### src/rtl/mod_n_updown_counter_if.sv
// Control and status bundle for the modulo-N up/down counter.
// The master drives the controls; the slave (the counter) returns the count and its pulses.
interface mod_n_updown_counter_if #(
   parameter int WIDTH = 2
);
   logic             en;
   logic             up_dn;
   logic             load;
   logic [WIDTH-1:0] load_val;
   logic [WIDTH-1:0] count;
   logic             tc;
   logic             wrap;
   logic             load_err;

   modport master (
      output en, up_dn, load, load_val,
      input  count, tc, wrap, load_err
   );

   modport slave (
      input  en, up_dn, load, load_val,
      output count, tc, wrap, load_err
   );
endinterface

### src/rtl/mod_n_updown_counter.sv
// Parametrised modulo-N up/down counter with clamped synchronous load,
// combinational terminal count for cascading, and registered wrap/load-error pulses.
module mod_n_updown_counter #(
   parameter int WIDTH   = 2,
   parameter int MODULUS = 4
) (
   input  logic                      clk1,
   input  logic                      clr,
   mod_n_updown_counter_if.slave     bus
);

   if (MODULUS < 2 || MODULUS > (2 ** WIDTH)) begin : g_bad_modulus
      $error("mod_n_updown_counter: MODULUS must satisfy 2 <= MODULUS <= 2**WIDTH");
   end

   localparam logic [WIDTH-1:0] MAX = WIDTH'(MODULUS - 1);

   logic [WIDTH-1:0] r_count;
   logic             r_wrap;
   logic             r_load_err;

   logic [WIDTH-1:0] w_count_nxt;
   logic             w_wrap_nxt;
   logic             w_load_err_nxt;
   logic             w_at_max;
   logic             w_at_zero;

   // Out-of-range load values saturate to the top of the count range.
   function automatic logic [WIDTH-1:0] f_clamp_load(input logic [WIDTH-1:0] v);
      return (v > MAX) ? MAX : v;
   endfunction

   function automatic logic f_load_oor(input logic [WIDTH-1:0] v);
      return (v > MAX);
   endfunction

   assign w_at_max  = (r_count == MAX);
   assign w_at_zero = (r_count == '0);

   always_comb begin
      w_count_nxt    = r_count;
      w_wrap_nxt     = 1'b0;
      w_load_err_nxt = 1'b0;
      if (bus.load) begin
         w_count_nxt    = f_clamp_load(bus.load_val);
         w_load_err_nxt = f_load_oor(bus.load_val);
      end else if (bus.en) begin
         if (bus.up_dn) begin
            w_count_nxt = w_at_max ? '0 : r_count + WIDTH'(1);
            w_wrap_nxt  = w_at_max;
         end else begin
            w_count_nxt = w_at_zero ? MAX : r_count - WIDTH'(1);
            w_wrap_nxt  = w_at_zero;
         end
      end
   end

   always_ff @(posedge clk1 or posedge clr) begin
      if (clr) begin
         r_count    <= '0;
         r_wrap     <= 1'b0;
         r_load_err <= 1'b0;
      end else begin
         r_count    <= w_count_nxt;
         r_wrap     <= w_wrap_nxt;
         r_load_err <= w_load_err_nxt;
      end
   end

   // tc is unregistered so a cascaded stage steps on the same edge as this one.
   assign bus.tc       = bus.en & ~bus.load & (bus.up_dn ? w_at_max : w_at_zero);
   assign bus.count    = r_count;
   assign bus.wrap     = r_wrap;
   assign bus.load_err = r_load_err;

endmodule

### src/flat_wrapper.sv
// flat-port wrapper written by rule: the top's interface ports become plain ports
module mod_n_updown_counter_flat 
#(
   parameter int WIDTH   = 2,
   parameter int MODULUS = 4
)
  (clk1, clr, bus_en, bus_up_dn, bus_load, bus_load_val, bus_count, bus_tc, bus_wrap, bus_load_err);
  mod_n_updown_counter_if #(.WIDTH(WIDTH)) bus_i ();
  input  logic clk1;
  input  logic clr;
  input wire logic [$bits(bus_i.en)-1:0] bus_en;
  input wire logic [$bits(bus_i.up_dn)-1:0] bus_up_dn;
  input wire logic [$bits(bus_i.load)-1:0] bus_load;
  input wire logic [$bits(bus_i.load_val)-1:0] bus_load_val;
  output wire logic [$bits(bus_i.count)-1:0] bus_count;
  output wire logic [$bits(bus_i.tc)-1:0] bus_tc;
  output wire logic [$bits(bus_i.wrap)-1:0] bus_wrap;
  output wire logic [$bits(bus_i.load_err)-1:0] bus_load_err;
  assign bus_i.en = bus_en;
  assign bus_i.up_dn = bus_up_dn;
  assign bus_i.load = bus_load;
  assign bus_i.load_val = bus_load_val;
  assign bus_count = bus_i.count;
  assign bus_tc = bus_i.tc;
  assign bus_wrap = bus_i.wrap;
  assign bus_load_err = bus_i.load_err;
  mod_n_updown_counter #(.WIDTH(WIDTH), .MODULUS(MODULUS)) u_core (.clk1(clk1), .clr(clr), .bus(bus_i));
endmodule
### config.mk
export PLATFORM = sky130hd
export DESIGN_NAME = mod_n_updown_counter_flat
export DESIGN_NICKNAME = d
export VERILOG_FILES = /design/src/rtl/mod_n_updown_counter_if.sv /design/src/rtl/mod_n_updown_counter.sv /design/src/flat_wrapper.sv
export SDC_FILE = /design/constraint.sdc
export NUM_CORES = 1
export LEC_CHECK = 0
export CAP_MARGIN = 20
export CORE_AREA = 2 2 39 41
export CTS_CLUSTER_DIAMETER = 150
export DETAILED_ROUTE_END_ITERATION = 10
export DIE_AREA = 0 0 41 43
export GPL_ROUTABILITY_DRIVEN = 0
export GPL_TIMING_DRIVEN = 1
export MAX_ROUTING_LAYER = met4
export PLACE_DENSITY = 0.43
export SKIP_LAST_GASP = 1
export SLEW_MARGIN = 10
export SYNTH_ARGS = -nofsm -noshare
export SYNTH_HDL_FRONTEND = slang
export SYNTH_SLANG_ARGS = --single-unit
### constraint.sdc
create_clock -name clk1 -period 3.7 [get_ports clk1]
set_input_delay 0.925 -clock clk1 [delete_from_list [all_inputs] [get_ports clk1]]
set_output_delay 0.925 -clock clk1 [all_outputs]
set_load 0.1 [all_outputs]
* Yosys cells after proc, flatten, opt, wreduce, memory -nomap -nowiden *
Cells that the tools add are included.

storage, ports and cells
  input port bits = 7
  logic and storage cells = 22
  output and inout port bits = 5
  register bits after elaboration = 4

cells by class
  $add $sub $neg = 2
  reduce and logical (&&, ||, !) cells = 2
  equality and inequality tests = 1
  multiplexer cells = 10
  bitwise logic cells = 3
  $lt $le $gt $ge = 1

operators by type and width
  operator                                               number
  2-to-1 mux 2 bit                                       6
  2-to-1 mux 1 bit                                       4
  adder 2 x 1 -> 2 bit (second input constant)           1
  AND 1 bit                                              2
  == test 2 bit (second input constant)                  1
  greater-than comparator 2 bit (second input constant)  1
  zero test 2 bit                                        1
  nonzero test 2 bit                                     1
  subtractor 2 x 1 -> 2 bit (second input constant)      1
  NOT 1 bit                                              1

* Depth between registers and ports, before layout *
Gate-level depths: netlist (run 1).

  depth in word-level cells = 5
  gate-level depth with buffers = 5
  gate-level depth less buffers = 5

* Least setup slack after synthesis (run 1) *
OpenSTA, ideal clock, no wires.

  path kind = register -> output
  start = register u_core.r_count[0], in the netlist u_core.bus.count[0]
  end = output bus_tc
  slack = 0.194 ns
  cell stages (with the launch flop) = 4
  path buffers = 0
  data arrival time = 2.581 ns
  data required time = 2.775 ns
  cells stage by stage = dfrtp_1 -> ha_1 -> a21oi_1 -> nor2_1

between the ends
  word-level cells in the longest chain between the ends = 3
  elaborated cells between the ends (all ways) = 4
  those cells by class = 1 x eq/ne; 1 x mux; 1 x bitwise; 1 x reduce/logical

ends and longest elaborated chain
  what                                              line                                                    RTL
  start: declaration                                mod_n_updown_counter.sv:18                              logic [WIDTH-1:0] r_count;
  start signal: assignment                          mod_n_updown_counter.sv:64                              r_count <= w_count_nxt;
  == test 2 bit or zero test 2 bit (tied branches)  mod_n_updown_counter.sv:37, mod_n_updown_counter.sv:38
  2-to-1 mux 1 bit (*)                              mod_n_updown_counter.sv:71                              assign bus.tc = bus.en & ~bus.load & (bus.up_dn ? w_at_max : w_at_zero);
  AND 1 bit (*)                                     mod_n_updown_counter.sv:71
  end: declaration                                  flat_wrapper.sv:16                                      output wire logic [$bits(bus_i.tc)-1:0] bus_tc;

Mark *: on every way between the ends. The rest lies on a longest branch, timed or not.

* Final worst setup path (run 1) *
  start = input bus_up_dn
  end = output bus_tc

between the ends
  word-level cells in the longest chain between the ends = 2

ends and longest elaborated chain
  what                line                        RTL
  start: declaration  flat_wrapper.sv:12          input wire logic [$bits(bus_i.up_dn)-1:0] bus_up_dn;
  2-to-1 mux 1 bit    mod_n_updown_counter.sv:71
  AND 1 bit           mod_n_updown_counter.sv:71

No other way between the ends.

==> results of run 1 <==
power groups by stage:
stage | Sequential (mW) | Clock [mW] | Combinational (mW)
final | 0.0406 | 0.0574 | 0.0695
after CTS | 0.0408 | 0.0611 | 0.0703
after global placement | 0.0409 | 0 | 0.0692
after detailed placement | 0.0412 | 0 | 0.0702
after floorplan | 0.0650 | 0 | 0.0259
after global routing | 0.0414 | 0.0623 | 0.0741
sequential cells by signal, indices dropped and copies added, names as in the netlist:
| register | cells |
|---|---|
| u_core.bus.count | 2 |
| u_core.bus.wrap | 1 |
routing by layer:
metal | routed length, um | track usage, %
met2 | 210 | 9.38
met1 | 169 | 7.40
met3 | 65 | 1.57
met4 | 15 | 8.00
met5 | 0 | -
through the flow:
| stage | power (mW) | instance area, um2 | setup WS (ps) | hold WS, ps | instances |
|---|---|---|---|---|---|
| floorplan | 0.0909 | 220 | 194 | 679 | 24 |
| global placement | 0.110 | 340 | 719 | 703 | 49 |
| detailed placement | 0.111 | 340 | 675 | 734 | 49 |
| CTS | 0.172 | 367 | 674 | 742 | 53 |
| global route | 0.178 | 367 | 625 | 808 | 53 |
| finish | 0.168 | 367 | 695 | 715 | 53 |
tightest hold or removal path: cells and delay by family (launching register included):
kind | cells | cell delay (ps)
DFF | 1 | 420
and+or+nand+nor | 2 | 240
cell families (layout without fill, tap and decap cells):
logic type,count (synthesis),count (layout),synth area share [%]
AOI/OAI and AO/OA,4,4,9.09
buffers and inverters,4,17,8.52
adders and majority gates,2,2,11.4
DFF,3,3,34.1
other,1,1,1.70
xor gates and xnor gates,1,1,3.98
and+or+nand+nor,9,9,31.3
final timing paths:
check                                       to  slack, ps  cells past startpoint
max in group asynchronous  u_core.bus.count[0]       2720                      2
setup / recovery                        bus_tc        700                      5
setup reg to reg           u_core.bus.count[0]       2530                      5
hold / removal             u_core.bus.count[0]        720                      2
min in group asynchronous  u_core.bus.count[1]        860                      2
hold reg to reg            u_core.bus.count[0]        720                      2
Yosys cell counts (all sizes together):
library cell | instances | area share (%)
inv | 3 | 5.1
xor2 | 1 | 4.0
a21oi | 3 | 6.8
conb | 1 | 1.7
nand2b | 1 | 6.2
dfrtp | 3 | 34
nor2b | 2 | 6.8
nor2 | 2 | 3.4
nor3 | 3 | 11
ha | 2 | 11
o21ai | 1 | 2.3
nor3b | 1 | 3.4
buf | 1 | 3.4
area by class of cell:
cell class	count	area, um2
fillers	150	1020
clock buffers	4	26.3
well taps	16	20.0
flip-flops and latches	3	75.1
multi-input cells	17	126
inverters	3	11.3
repair buffers	10	108
==> results.json, run 1 <==
{
  "cp_cell_sequence": "clkdlybuf4s50_1, nor2b_1, a21oi_1, nor2_1, buf_12",
  "fmax_mhz": 333,
  "finalHoldViolCount": 0,
  "internal_power_mw": 0.0987,
  "status": "completed",
  "min_period_ps": 3000,
  "setup_viol": 0,
  "synth_cell_types": 15,
  "yosys_warnings": 0,
  "cts_buffers": 3,
  "first_pass_iters": 1,
  "cp-end-kind": "output pin",
  "grt_max_degree": 6,
  "num_vias": 203,
  "power.share.clock_pct": 34.3,
  "ios": 12,
  "max-slew-margin-rel_pct": 35.6,
  "ys_ff_latch": 3,
  "die_area_mm2": 0.00176,
  "drv_cap": 0,
  "yosysSeqAreaShare_pct": 34.1,
  "diodes": 0,
  "finalCritPeriodShare_pct": 81.2,
  "root_buffer": "clkbuf_4",
  "r2r_start": "u_core.bus.count[0]",
  "rsz0062_at_grt": "false",
  "syn2layout_area_growth_pct": 66.5,
  "p_sw_mw": 0.0688,
  "tns_ps": 0,
  "drt_iter0_drc": 0,
  "startpoint": "bus_up_dn",
  "cp-start-kind": "input port",
  "wl_per_cell_um": 8.68,
  "clock_latency_ps": 230,
  "path_buf_inv": 2,
  "cp_max_fo": 4,
  "die_w_um": 41,
  "final_cell_mix": "8 x clkdlybuf4s50_1, 3 x a21oi_1, 3 x inv_1, 3 x clkbuf_4, 3 x dfrtp_1",
  "numPortBuffers": 10,
  "finish.net_count": 47,
  "drc_errors": 0,
  "cts_tree": "done",
  "die_h_um": 43,
  "skew_ps": 0.574,
  "final_max_slew_viol_count": 0,
  "tightestPinTransition_ps": 963,
  "p_comb_share_pct": 41.5,
  "via_per_inst": 3.83,
  "core_area_mm2": 0.00138,
  "antenna_found_initial": 0,
  "critPathTopFamily": "buffers and inverters",
  "seqPwrFrac_pct": 24.2,
  "gr-total-overflow": 0,
  "path_class": "in2out",
  "fin_util_pct": 26.5,
  "post_cts_resized": 0,
  "cts_max_level": 1,
  "cts_hold_buf": 0,
  "postCtsSetupBuffers": 0,
  "clk_pin_slew_ps": 40,
  "ir_worst_vdd_v": 0.000124,
  "synth_area_um2": 220,
  "cp_data_arrival_time_ps": 2080,
  "synth_cells": 24,
  "worstHoldStart": "u_core.bus.count[0]",
  "p_leak_nw": 0.163,
  "worst_ep_required_time_ps": 2770,
  "hp-class": "reg2reg",
  "fp-row-count": 14,
  "syn_area_per_cell_um2": 9.18,
  "grt_use_total_pct": 7.00,
  "grt_first_pass_wirelength_um": 731,
  "initial_utilization_pct": 15.9,
  "antenna_left": 0,
  "final_layout_size_suffix_gt1_share_pct": 24.3,
  "p_sw_share_pct": 41.1,
  "dpl.hpwl_um": 384,
  "totalWireLength_um": 460,
  "max_stage_delay_ps": 470,
  "cts.path.max_buffers": 2,
  "synth_nets": 33,
  "grt_pass1_vias": 196,
  "cts.sinks": 3,
  "final_common_cell": "clkdlybuf4s50_1",
  "p_per_area_mw_per_mm2": 457,
  "slowest_stage": "clkdlybuf4s50_1"
}
Power figures use the tool's default switching activity.
==> run 2, diff against run 1 <==
--- a/config.mk
+++ b/config.mk
@@ -13,7 +13,7 @@
 export GPL_ROUTABILITY_DRIVEN = 0
 export GPL_TIMING_DRIVEN = 1
 export MAX_ROUTING_LAYER = met4
-export PLACE_DENSITY = 0.43
+export PLACE_DENSITY = 0.44
 export SKIP_LAST_GASP = 1
 export SLEW_MARGIN = 10
 export SYNTH_ARGS = -nofsm -noshare
==> constraint.sdc (replaced) <==
create_clock -name clk1 -period 2.5 [get_ports clk1]
set_input_delay 0.625 -clock clk1 [delete_from_list [all_inputs] [get_ports clk1]]
set_output_delay 0.625 -clock clk1 [all_outputs]
set_load 0.1 [all_outputs]
==> results.json, run 2 (synthesis results as in run 1) <==
{
  "ios": 12,
  "hp-class": "in2async",
  "seqPwrFrac_pct": 23.9,
  "grt_pass1_vias": 196,
  "num_vias": 194,
  "cp-end-kind": "output pin",
  "gr-total-overflow": 0,
  "drt_iter0_drc": 0,
  "nFillCells": 146,
  "antenna_found_initial": 0,
  "clk_pin_slew_ps": 40,
  "cts_buffers": 3,
  "cts.path.max_buffers": 2,
  "p_leak_nw": 0.166,
  "final_layout_size_suffix_gt1_share_pct": 32.4,
  "clock_latency_ps": 230,
  "slowest_stage": "clkdlybuf4s50_1",
  "cp_max_fo": 4,
  "finalCritPeriodShare_pct": 94.7,
  "die_area_mm2": 0.00176,
  "p_sw_mw": 0.104,
  "grt_use_total_pct": 7.51,
  "setup_viol": 0,
  "die_w_um": 41,
  "reg2reg_slack_ps": 1220,
  "root_buffer": "clkbuf_4",
  "grt_first_pass_wirelength_um": 800,
  "tns_ps": 0,
  "cp_data_arrival_time_ps": 1740,
  "path_class": "in2out",
  "ir_worst_vdd_v": 0.000117,
  "worst_ep_required_time_ps": 1880,
  "finalHoldViolCount": 0,
  "via_per_inst": 3.66,
  "initial_utilization_pct": 15.9,
  "drv_cap": 0,
  "wl_per_cell_um": 8.79,
  "p_comb_share_pct": 41.5,
  "finish.net_count": 47,
  "core_area_mm2": 0.00138,
  "post_cts_resized": 0,
  "totalWireLength_um": 466,
  "numPortBuffers": 10,
  "status": "completed",
  "final_common_cell": "clkdlybuf4s50_1",
  "dp.cells": 49,
  "hold_slack_ps": 562,
  "die_h_um": 43,
  "cp_cell_sequence": "clkdlybuf4s50_1, nor2b_1, a21oi_1, nor2_4, buf_12",
  "p_per_area_mw_per_mm2": 677,
  "rsz0062_at_grt": "false",
  "max_stage_delay_ps": 530,
  "fp-row-count": 14,
  "min_period_ps": 2370,
  "skew_ps": 0.749,
  "power.share.clock_pct": 34.5,
  "first_pass_iters": 1,
  "antenna_left": 0,
  "cts.sinks": 3,
  "grt_max_degree": 6,
  "cts_tree": "done",
  "p_sw_share_pct": 41.7,
  "largest_reg_flops": 2,
  "fin_cells": 53,
  "diodes": 0,
  "final_max_slew_viol_count": 0,
  "internal_power_mw": 0.146,
  "syn2layout_area_growth_pct": 67.6,
  "drc_errors": 0,
  "fmax_mhz": 422,
  "cts_hold_buf": 0,
  "postCtsSetupBuffers": 0,
  "cts_max_level": 1,
  "cp-start-kind": "input port"
}
==> run 2: changes by cell type in the layout (fill, tap and decap cells not counted) <==
cell,change
nor2_1,-1
nor2_4,+1
buf_4,+2
clkdlybuf4s50_1,-2
==> run 2: per-layer routing <==
| metal | vias to the layer above | GRT usage (%) | part of all wire, % |
|---|---|---|---|
| met5 | - | - | 0 |
| met4 | 0 | 8.00 | 3.0 |
| met3 | 2 | 3.14 | 11 |
| met2 | 11 | 9.06 | 48 |
| met1 | 80 | 8.36 | 37 |
| li1 | 101 | - | - |
==> run 2: worst paths after layout <==
check / from / depth (start not counted) / endpoint
max reg2reg: u_core.bus.count[0] / 5 / u_core.bus.wrap
max in group asynchronous: clr / 2 / u_core.bus.count[1]
max: bus_up_dn / 5 / bus_tc
min reg2reg: u_core.bus.count[0] / 2 / u_core.bus.count[0]
min: clr / 2 / u_core.bus.count[0]
min in group clk1: u_core.bus.count[0] / 2 / u_core.bus.count[0]
==> run 2: critical path: cells and delay by family <==
family          cells  cell delay [ps]
compound gates      1              270
buf+inv             2              700
simple gates        2              140
==> run 2: cell type report <==
cell class | count | area, um2 | area share, %
multi-input cells | 17 | 134 | 36.3
repair buffers | 10 | 103 | 27.8
flip-flops and latches | 3 | 75.1 | 20.3
clock buffers | 4 | 26.3 | 7.12
well taps | 16 | 20.0 | 5.42
inverters | 3 | 11.3 | 3.05
==> run 2: per-stage QoR <==
| stage | utilization, % | setup WS (ps) | power, mW | instance area [um2] |
|---|---|---|---|---|
| after CTS | 26.7 | 127 | 0.254 | 369 |
| final | 26.7 | 133 | 0.250 | 369 |
| after floorplan | - | 39.7 | 0.137 | 228 |
| after global routing | 26.7 | 13.9 | 0.263 | 369 |
| after global placement | 24.8 | 143 | 0.164 | 343 |
| after detailed placement | 24.8 | 122 | 0.165 | 343 |
==> run 2: power groups by stage <==
stage	Combinational [mW]	Clock, mW	Sequential, mW
6_report	0.104	0.0862	0.0598
5_1_grt	0.110	0.0913	0.0614
4_1_cts	0.105	0.0891	0.0602
3_5_place_dp	0.105	0	0.0607
3_3_place_gp	0.103	0	0.0608
2_1_floorplan	0.0404	0	0.0963
